$ cat src/rtl/dwg_pkg.sv
// dwg_pkg: shared definitions for the digital-waveguide delay line.
//   DW_DEFAULT  default sample width (18 bits)
//   sample_t    sample type at the default width
//   clr_state_t state of the optional memory-clear sweep
//   make_addr   packs {channel, pointer} into a flat RAM address
package dwg_pkg;

  localparam int DW_DEFAULT = 18;

  typedef logic [DW_DEFAULT-1:0] sample_t;

  typedef enum logic {
    CLR_IDLE  = 1'b0,
    CLR_SWEEP = 1'b1
  } clr_state_t;

  // The channel index forms the upper address bits and the per-channel pointer
  // the lower aw bits. The pointer is masked to aw bits, so modular pointer
  // arithmetic can be passed in unreduced.
  function automatic logic [31:0] make_addr(input logic [31:0] ch,
                                            input logic [31:0] ptr,
                                            input int          aw);
    logic [31:0] mask;
    mask = (32'd1 << aw) - 32'd1;
    return (ch << aw) | (ptr & mask);
  endfunction

endpackage

$ cat src/rtl/dwg_sdp_ram.sv
// dwg_sdp_ram: simple dual-port RAM with one write port and one registered
// read port. Written so synthesis maps it onto block RAM.
//   clk    clock
//   we     write enable
//   waddr  write address (AW bits)
//   wdata  write data (DW bits)
//   re     read enable; rdata only updates when re=1
//   raddr  read address (AW bits)
//   rdata  registered read data (DW bits)
module dwg_sdp_ram #(
  parameter int DW = 18,
  parameter int AW = 8
) (
  input  logic          clk,
  input  logic          we,
  input  logic [AW-1:0] waddr,
  input  logic [DW-1:0] wdata,
  input  logic          re,
  input  logic [AW-1:0] raddr,
  output logic [DW-1:0] rdata
);

  logic [DW-1:0] mem [2**AW];

  // Write and registered read share one clock; no reset so the array stays
  // a plain block RAM.
  always_ff @(posedge clk) begin
    if (we) begin
      mem[waddr] <= wdata;
    end
    if (re) begin
      rdata <= mem[raddr];
    end
  end

endmodule

$ cat src/rtl/dwg_delay_line.sv
// dwg_delay_line: multi-channel circular delay line for the waveguide voices.
// Each channel owns a write pointer; every accepted sample is written at the
// pointer and the sample in_len positions back is returned two cycles later.
//   clk, rst            clock, asynchronous active-high reset
//   in_valid/in_ready   input handshake
//   in_ch, in_len       channel and delay length (0 = bypass) of the sample
//   in_data             input sample
//   out_valid/out_ready output handshake
//   out_ch, out_data    channel and delayed sample
//   clr                 start a memory clear sweep (only with DL_CLEAR_EN)
// Optional feature macro: DL_CLEAR_EN adds the clr port and the clear FSM.
module dwg_delay_line
  import dwg_pkg::*;
#(
  parameter int DW  = DW_DEFAULT,
  parameter int AW  = 7,
  parameter int CHW = 1
) (
  input  logic           clk,
  input  logic           rst,
  input  logic           in_valid,
  output logic           in_ready,
  input  logic [CHW-1:0] in_ch,
  input  logic [AW-1:0]  in_len,
  input  logic [DW-1:0]  in_data,
  output logic           out_valid,
  input  logic           out_ready,
`ifdef DL_CLEAR_EN
  input  logic           clr,
`endif
  output logic [CHW-1:0] out_ch,
  output logic [DW-1:0]  out_data
);

  localparam int NCH = 2**CHW;
  localparam int RAW = AW + CHW;

  logic           en;
  logic           acc;
  logic           byp;
  logic           busy;
  logic           wipe;
  logic [RAW-1:0] sweep;
  logic [AW-1:0]  wp [NCH];
  logic [AW-1:0]  wp_cur;
  logic [RAW-1:0] raddr;
  logic [RAW-1:0] waddr;
  logic           ram_we;
  logic           ram_re;
  logic [RAW-1:0] ram_waddr;
  logic [DW-1:0]  ram_wdata;
  logic [DW-1:0]  ram_rdata;
  logic           s1_valid;
  logic           s1_byp;
  logic [CHW-1:0] s1_ch;
  logic [DW-1:0]  s1_data;

  // The whole pipeline advances together whenever the output slot can move.
  assign en       = !out_valid || out_ready;
  assign in_ready = en && !busy;
  assign acc      = in_valid && in_ready;
  assign wp_cur   = wp[in_ch];
  assign byp      = (in_len == '0);
  assign raddr    = RAW'(make_addr(32'(in_ch), 32'(wp_cur - in_len), AW));
  assign waddr    = RAW'(make_addr(32'(in_ch), 32'(wp_cur), AW));

`ifdef DL_CLEAR_EN
  localparam logic [RAW-1:0] SWEEP_LAST = '1;

  clr_state_t state;
  clr_state_t state_nxt;

  // Clear FSM state register.
  always_ff @(posedge clk or posedge rst) begin
    if (rst) begin
      state <= CLR_IDLE;
    end else begin
      state <= state_nxt;
    end
  end

  // A clr pulse always (re)starts the sweep; the sweep ends after the last word.
  always_comb begin
    state_nxt = state;
    case (state)
      CLR_IDLE:  if (clr) state_nxt = CLR_SWEEP;
      CLR_SWEEP: if (!clr && (sweep == SWEEP_LAST)) state_nxt = CLR_IDLE;
      default:   state_nxt = CLR_IDLE;
    endcase
  end

  // Clear FSM outputs.
  always_comb begin
    busy = (state == CLR_SWEEP);
  end

  // Sweep address restarts at 0 on every clr so a repeated clr covers everything.
  always_ff @(posedge clk or posedge rst) begin
    if (rst) begin
      sweep <= '0;
    end else if (clr) begin
      sweep <= '0;
    end else if (busy) begin
      sweep <= sweep + 1'b1;
    end
  end

  assign wipe = clr;
`else
  assign busy  = 1'b0;
  assign wipe  = 1'b0;
  assign sweep = '0;
`endif

  // Per-channel write pointers; they wrap naturally at 2**AW.
  always_ff @(posedge clk or posedge rst) begin
    if (rst) begin
      for (int i = 0; i < NCH; i++) wp[i] <= '0;
    end else if (wipe) begin
      for (int i = 0; i < NCH; i++) wp[i] <= '0;
    end else if (acc) begin
      wp[in_ch] <= wp_cur + 1'b1;
    end
  end

  // The clear sweep owns the write port while busy; no samples are accepted then.
  // A bypass access skips the RAM read, so raddr == waddr never reaches it.
  assign ram_we    = acc || busy;
  assign ram_waddr = busy ? sweep : waddr;
  assign ram_wdata = busy ? '0 : in_data;
  assign ram_re    = en && !(acc && byp);

  dwg_sdp_ram #(
    .DW(DW),
    .AW(RAW)
  ) u_ram (
    .clk  (clk),
    .we   (ram_we),
    .waddr(ram_waddr),
    .wdata(ram_wdata),
    .re   (ram_re),
    .raddr(raddr),
    .rdata(ram_rdata)
  );

  // Stage 1 travels alongside the registered RAM read and remembers bypass data.
  always_ff @(posedge clk or posedge rst) begin
    if (rst) begin
      s1_valid <= 1'b0;
      s1_ch    <= '0;
      s1_byp   <= 1'b0;
      s1_data  <= '0;
    end else if (en) begin
      s1_valid <= acc;
      s1_ch    <= in_ch;
      s1_byp   <= byp;
      s1_data  <= in_data;
    end
  end

  // Output register: picks the RAM word or the bypassed sample.
  always_ff @(posedge clk or posedge rst) begin
    if (rst) begin
      out_valid <= 1'b0;
      out_ch    <= '0;
      out_data  <= '0;
    end else if (en) begin
      out_valid <= s1_valid;
      if (s1_valid) begin
        out_ch   <= s1_ch;
        out_data <= s1_byp ? s1_data : ram_rdata;
      end
    end
  end

endmodule
$ cat config.mk
export PLATFORM = sky130hd
export DESIGN_NAME = dwg_delay_line
export DESIGN_NICKNAME = d
export VERILOG_FILES = /design/src/rtl/dwg_pkg.sv /design/src/rtl/dwg_sdp_ram.sv /design/src/rtl/dwg_delay_line.sv
export SDC_FILE = /design/constraint.sdc
export NUM_CORES = 2
export LEC_CHECK = 0
export CAP_MARGIN = 40
export CORE_MARGIN = 1.5
export CORE_UTILIZATION = 52
export CTS_BUF_LIST = sky130_fd_sc_hd__clkbuf_16
export DETAILED_ROUTE_END_ITERATION = 8
export PLACE_DENSITY = 0.7
export SLEW_MARGIN = 10
export SYNTH_ARGS = -nofsm -noshare
export SYNTH_HDL_FRONTEND = slang
export SYNTH_MEMORY_MAX_BITS = 65536
export SYNTH_SLANG_ARGS = --single-unit
$ cat constraint.sdc
create_clock -name clk -period 4.2 [get_ports clk]
set_clock_uncertainty 0.05 [all_clocks]
set_input_delay 0.42 -clock clk [delete_from_list [all_inputs] [get_ports clk]]
set_output_delay 0.42 -clock clk [all_outputs]
set_load 0.02 [all_outputs]
==> results.yml <==
status:
  status: "finished, violations left"
  violations: "hold timing, setup timing"
setup_path:
  critPathArrivalTime_ns: 5.16
  cpMaxStageDelayCell: "fa_4"
  end_kind: "register"
  reg2reg_depth: 12
  r2r_slack_ns: -0.29
  worstPathMaxFanout: 21
  critical_path.max_stage_delay_ns: 0.85
  required_ns: 4.87
  worst-setup-path-type: "reg -> reg"
  rr_endpoint: "u_ram.rdata[7]"
  r2r_start: "wp[0]"
  startpoint_type: "register"
  crit_path_cell_trace: "mux2i_4, ha_4, fa_4, buf_12, buf_16, buf_16, mux4_2, mux4_2, a22oi_2, buf_4, a21oi_2, or4b_1"
hold_path:
  hold_depth: 1
  min_to: "u_ram.mem[148][3]"
  holdCritStartpoint: "in_data[3]"
  hold_class: "in -> reg"
final_layout:
  synthToLayoutAreaGrowth_pct: 17.3
  num-fill-cells: 22640
  final_util_pct: 61.4
  final_nets: 8899
  drive_gt1_share_pct: 37.0
  multi_input_area_sq_um: 38800
  regArea_sq_um: 140000
timing:
  worst_slack_ns: -0.295
  timing.final.crit_period_ns: 4.49
  maxSlewViolCount: 0
  fin_tns_setup_ns: -4.29
  hold_ws_ns: -0.0531
  period_share_pct: 107
  worstMarginPinSlew_ns: 1.41
  max_freq_ghz: 0.222
  rsz0062_at_grt: "true"
  hold_viol_final: 16
  setup_violations: 18
  relSlewSlack_pct: 6.04
route:
  wirelength_mm: 478
  drt-wirelength-per-cell_um: 34.6
  via_per_inst: 6.54
  detail_route.first_pass.iterations: 7
  drc: 0
  ant_nets: 0
  drtIter0Drc: 13281
  num_vias: 90189
clocking:
  cts_root_buffer: "clkbuf_16"
  cts_tree: "done"
  clk_latency_ns: 0.99
  clockBufferDepth: 4
  cts_buffers: 449
  cts.reportedPaths.clkPinSlew_ns: 0.07
  clock-sinks: 4681
  htreeDepth: 5
synth:
  synth.net_count: 7765
  synth_seq_cells: 4681
  synthFlopType: "edfxtp_1"
  syn-cell-area_sq_um: 180000
  netlist_instances: 7723
  synth.distinct_cells: 65
  syn_area_per_cell_sq_um: 23.3
  synth-edff-count: 4626
  async_flop_share_pct: 1.17
  ys_warn_count: 0
  synth-seq-area-share_pct: 77.9
pwr:
  vdd_drop_max_v: 0.000550
  swShare_pct: 33.0
  power.switching_mw: 52.6
  cellPowerDensity_nw_per_um2: 754
  power.leakage_nw: 67.7
  p_int_mw: 107
  pwr-share-seq_pct: 32.8
  clkPwrFrac_pct: 25.6
  comb_power_share_pct: 41.6
placement:
  hpwl_mm: 283
  io_buffers: 50
  gp_congestion: 0.902
floorplan:
  initial_core_util_pct: 52.4
  io_pins: 51
  fp.dieH_um: 592
  dieArea_sq_um: 350000
  coreArea_sq_um: 344000
  rows: 215
  die_width_um: 592
global_route:
  grt_usage_pct: 27.2
  grt_pass1_vias: 89959
  grt_first_pass_wirelength_mm: 671
  antenna_found_initial: 16
  grt_max_degree: 149
  gr-total-overflow: 0
flow_run:
  drv_cap: 0
what timing repair did:
item                       4_1_cts  5_1_grt
gates resized for setup        106       67
hold buffers                    17        0
pin swaps                        8        9
setup buffers                   19       30
cloned                           9        8
setup endpoints to repair       18       18
hold endpoints to repair       531        0
Yosys cell counts, drive strengths merged (4+ instances only):
cell type	number	area, sq um
a32o	4	40.0
mux4	1347	30300
a21oi	99	499
nor3	5	25.0
a311oi	14	123
o22ai	4	25.0
ha	11	138
nor2	277	1040
mux2i	136	1360
xnor2	8	70.1
nand4	7	43.8
a31oi	12	75.1
o31ai	7	52.6
and2	27	169
o32ai	6	52.6
inv	21	78.8
nor2b	8	50.1
o21ai	35	179
dfrtp	55	1380
o211ai	4	30.0
xor2	4	35.0
a22oi	55	413
a211oi	51	388
or4	10	75.1
a311o	10	100
or4b	5	50.1
nand2b	5	31.3
nand2	287	1080
buf	231	1360
clkbuf	203	762
mux2	33	372
a21o	7	52.6
nand3	62	310
a32oi	12	105
edfxtp	4626	139000
cell families (layout without fill, tap and decap cells):
| kind of cell | count (synthesis) | count (layout) | synth area share (%) |
|---|---|---|---|
| simple gates | 705 | 705 | 1.64 |
| buf+inv | 455 | 1964 | 1.22 |
| other cells | 0 | 11 | 0 |
| compound gates | 342 | 342 | 1.30 |
| fa+ha+maj | 12 | 12 | 0.0875 |
| mux | 1516 | 1516 | 17.8 |
| xor+xnor | 12 | 12 | 0.0583 |
| flops | 4681 | 4681 | 77.9 |
cell type report:
cell class | instances | share of cell area (%)
Clock buffer | 453 | 5.37
Inverter | 21 | 0.0373
Tap cell | 4557 | 2.70
Multi-Input combinational cell | 2587 | 18.4
Sequential cell | 4681 | 66.4
Antenna cell | 11 | 0.0130
Timing Repair Buffer | 1117 | 5.39
Clock inverter | 373 | 1.69
worst max-delay path by stage:
stage	end	start	depth (start not counted)
final	u_ram.rdata[7]	wp[0]	12
after global routing	u_ram.rdata[16]	wp[0]	12
after CTS	u_ram.rdata[7]	wp[0]	12
after detailed placement	u_ram.rdata[16]	in_len[0]	13
after global placement	u_ram.rdata[16]	in_len[0]	12
after floorplan	u_ram.rdata[0]	in_ch	14
cells in the final DEF (no fill, tap or decap), types with 37 or more instances in the layout:
master and count:
bufinv_16 58, mux2i_1 120, nor2_1 93, dfrtp_1 55
clkinv_2 89, edfxtp_1 4626, a21oi_1 76, clkinv_1 104
a211oi_1 37, inv_1 88, buf_4 836, clkbuf_16 461
nand2_1 286, nand3_1 43, a22oi_1 37, mux4_2 1347
nor2_2 179, buf_12 155
critical path, delay by kind of cell (launching register included):
family	cells	cell delay [ns]
multiplexers	3	1.00
AND/OR/NAND/NOR	1	0.53
buffers and inverters	4	0.76
flip-flops	1	0.40
AO/OA/AOI/OAI	2	0.39
adder cells (fa/ha/maj)	2	1.02
stage by stage:
| stage | hold slack (ns) | worst slack [ns] | total power [mW] | cell area, sq um | instances |
|---|---|---|---|---|---|
| after floorplan | 0.383 | 0.0105 | 87.5 | 180000 | 7723 |
| after global placement | 0.406 | -1.18 | 114 | 194000 | 12867 |
| after detailed placement | 0.406 | -1.08 | 115 | 194000 | 12883 |
| after CTS | 0.0104 | -0.256 | 158 | 210000 | 13754 |
| after global routing | 0.00682 | -0.323 | 163 | 211000 | 13792 |
| final | -0.0531 | -0.295 | 159 | 211000 | 13800 |
routing by layer:
layer | up-vias | GRT usage [%] | part of all wire (%)
li1 | 35253 | - | -
met1 | 48239 | 37.8 | 37
met2 | 5784 | 42.9 | 48
met3 | 907 | 5.62 | 11
met4 | 6 | 10.7 | 4.3
met5 | - | 0 | 0.0096
power groups by stage:
stage,Sequential [mW],Combinational (mW),Clock (mW)
2_1_floorplan,53.2,34.3,0
3_3_place_gp,53.2,61.1,0
3_5_place_dp,53.2,61.7,0
4_1_cts,52.2,64.2,41.1
6_report,52.3,66.2,40.7
5_1_grt,52.3,68.2,42.8
state kept, by name, indices dropped and copies added, names as in the netlist:
register / flops
u_ram.mem: 4608
wp: 14
u_ram.rdata: 18
s1_ch: 1
out_valid: 1
s1_valid: 1
s1_byp: 1
out_ch: 1
s1_data: 18
out_data: 18
No activity file was read; power rests on OpenSTA's default activity.
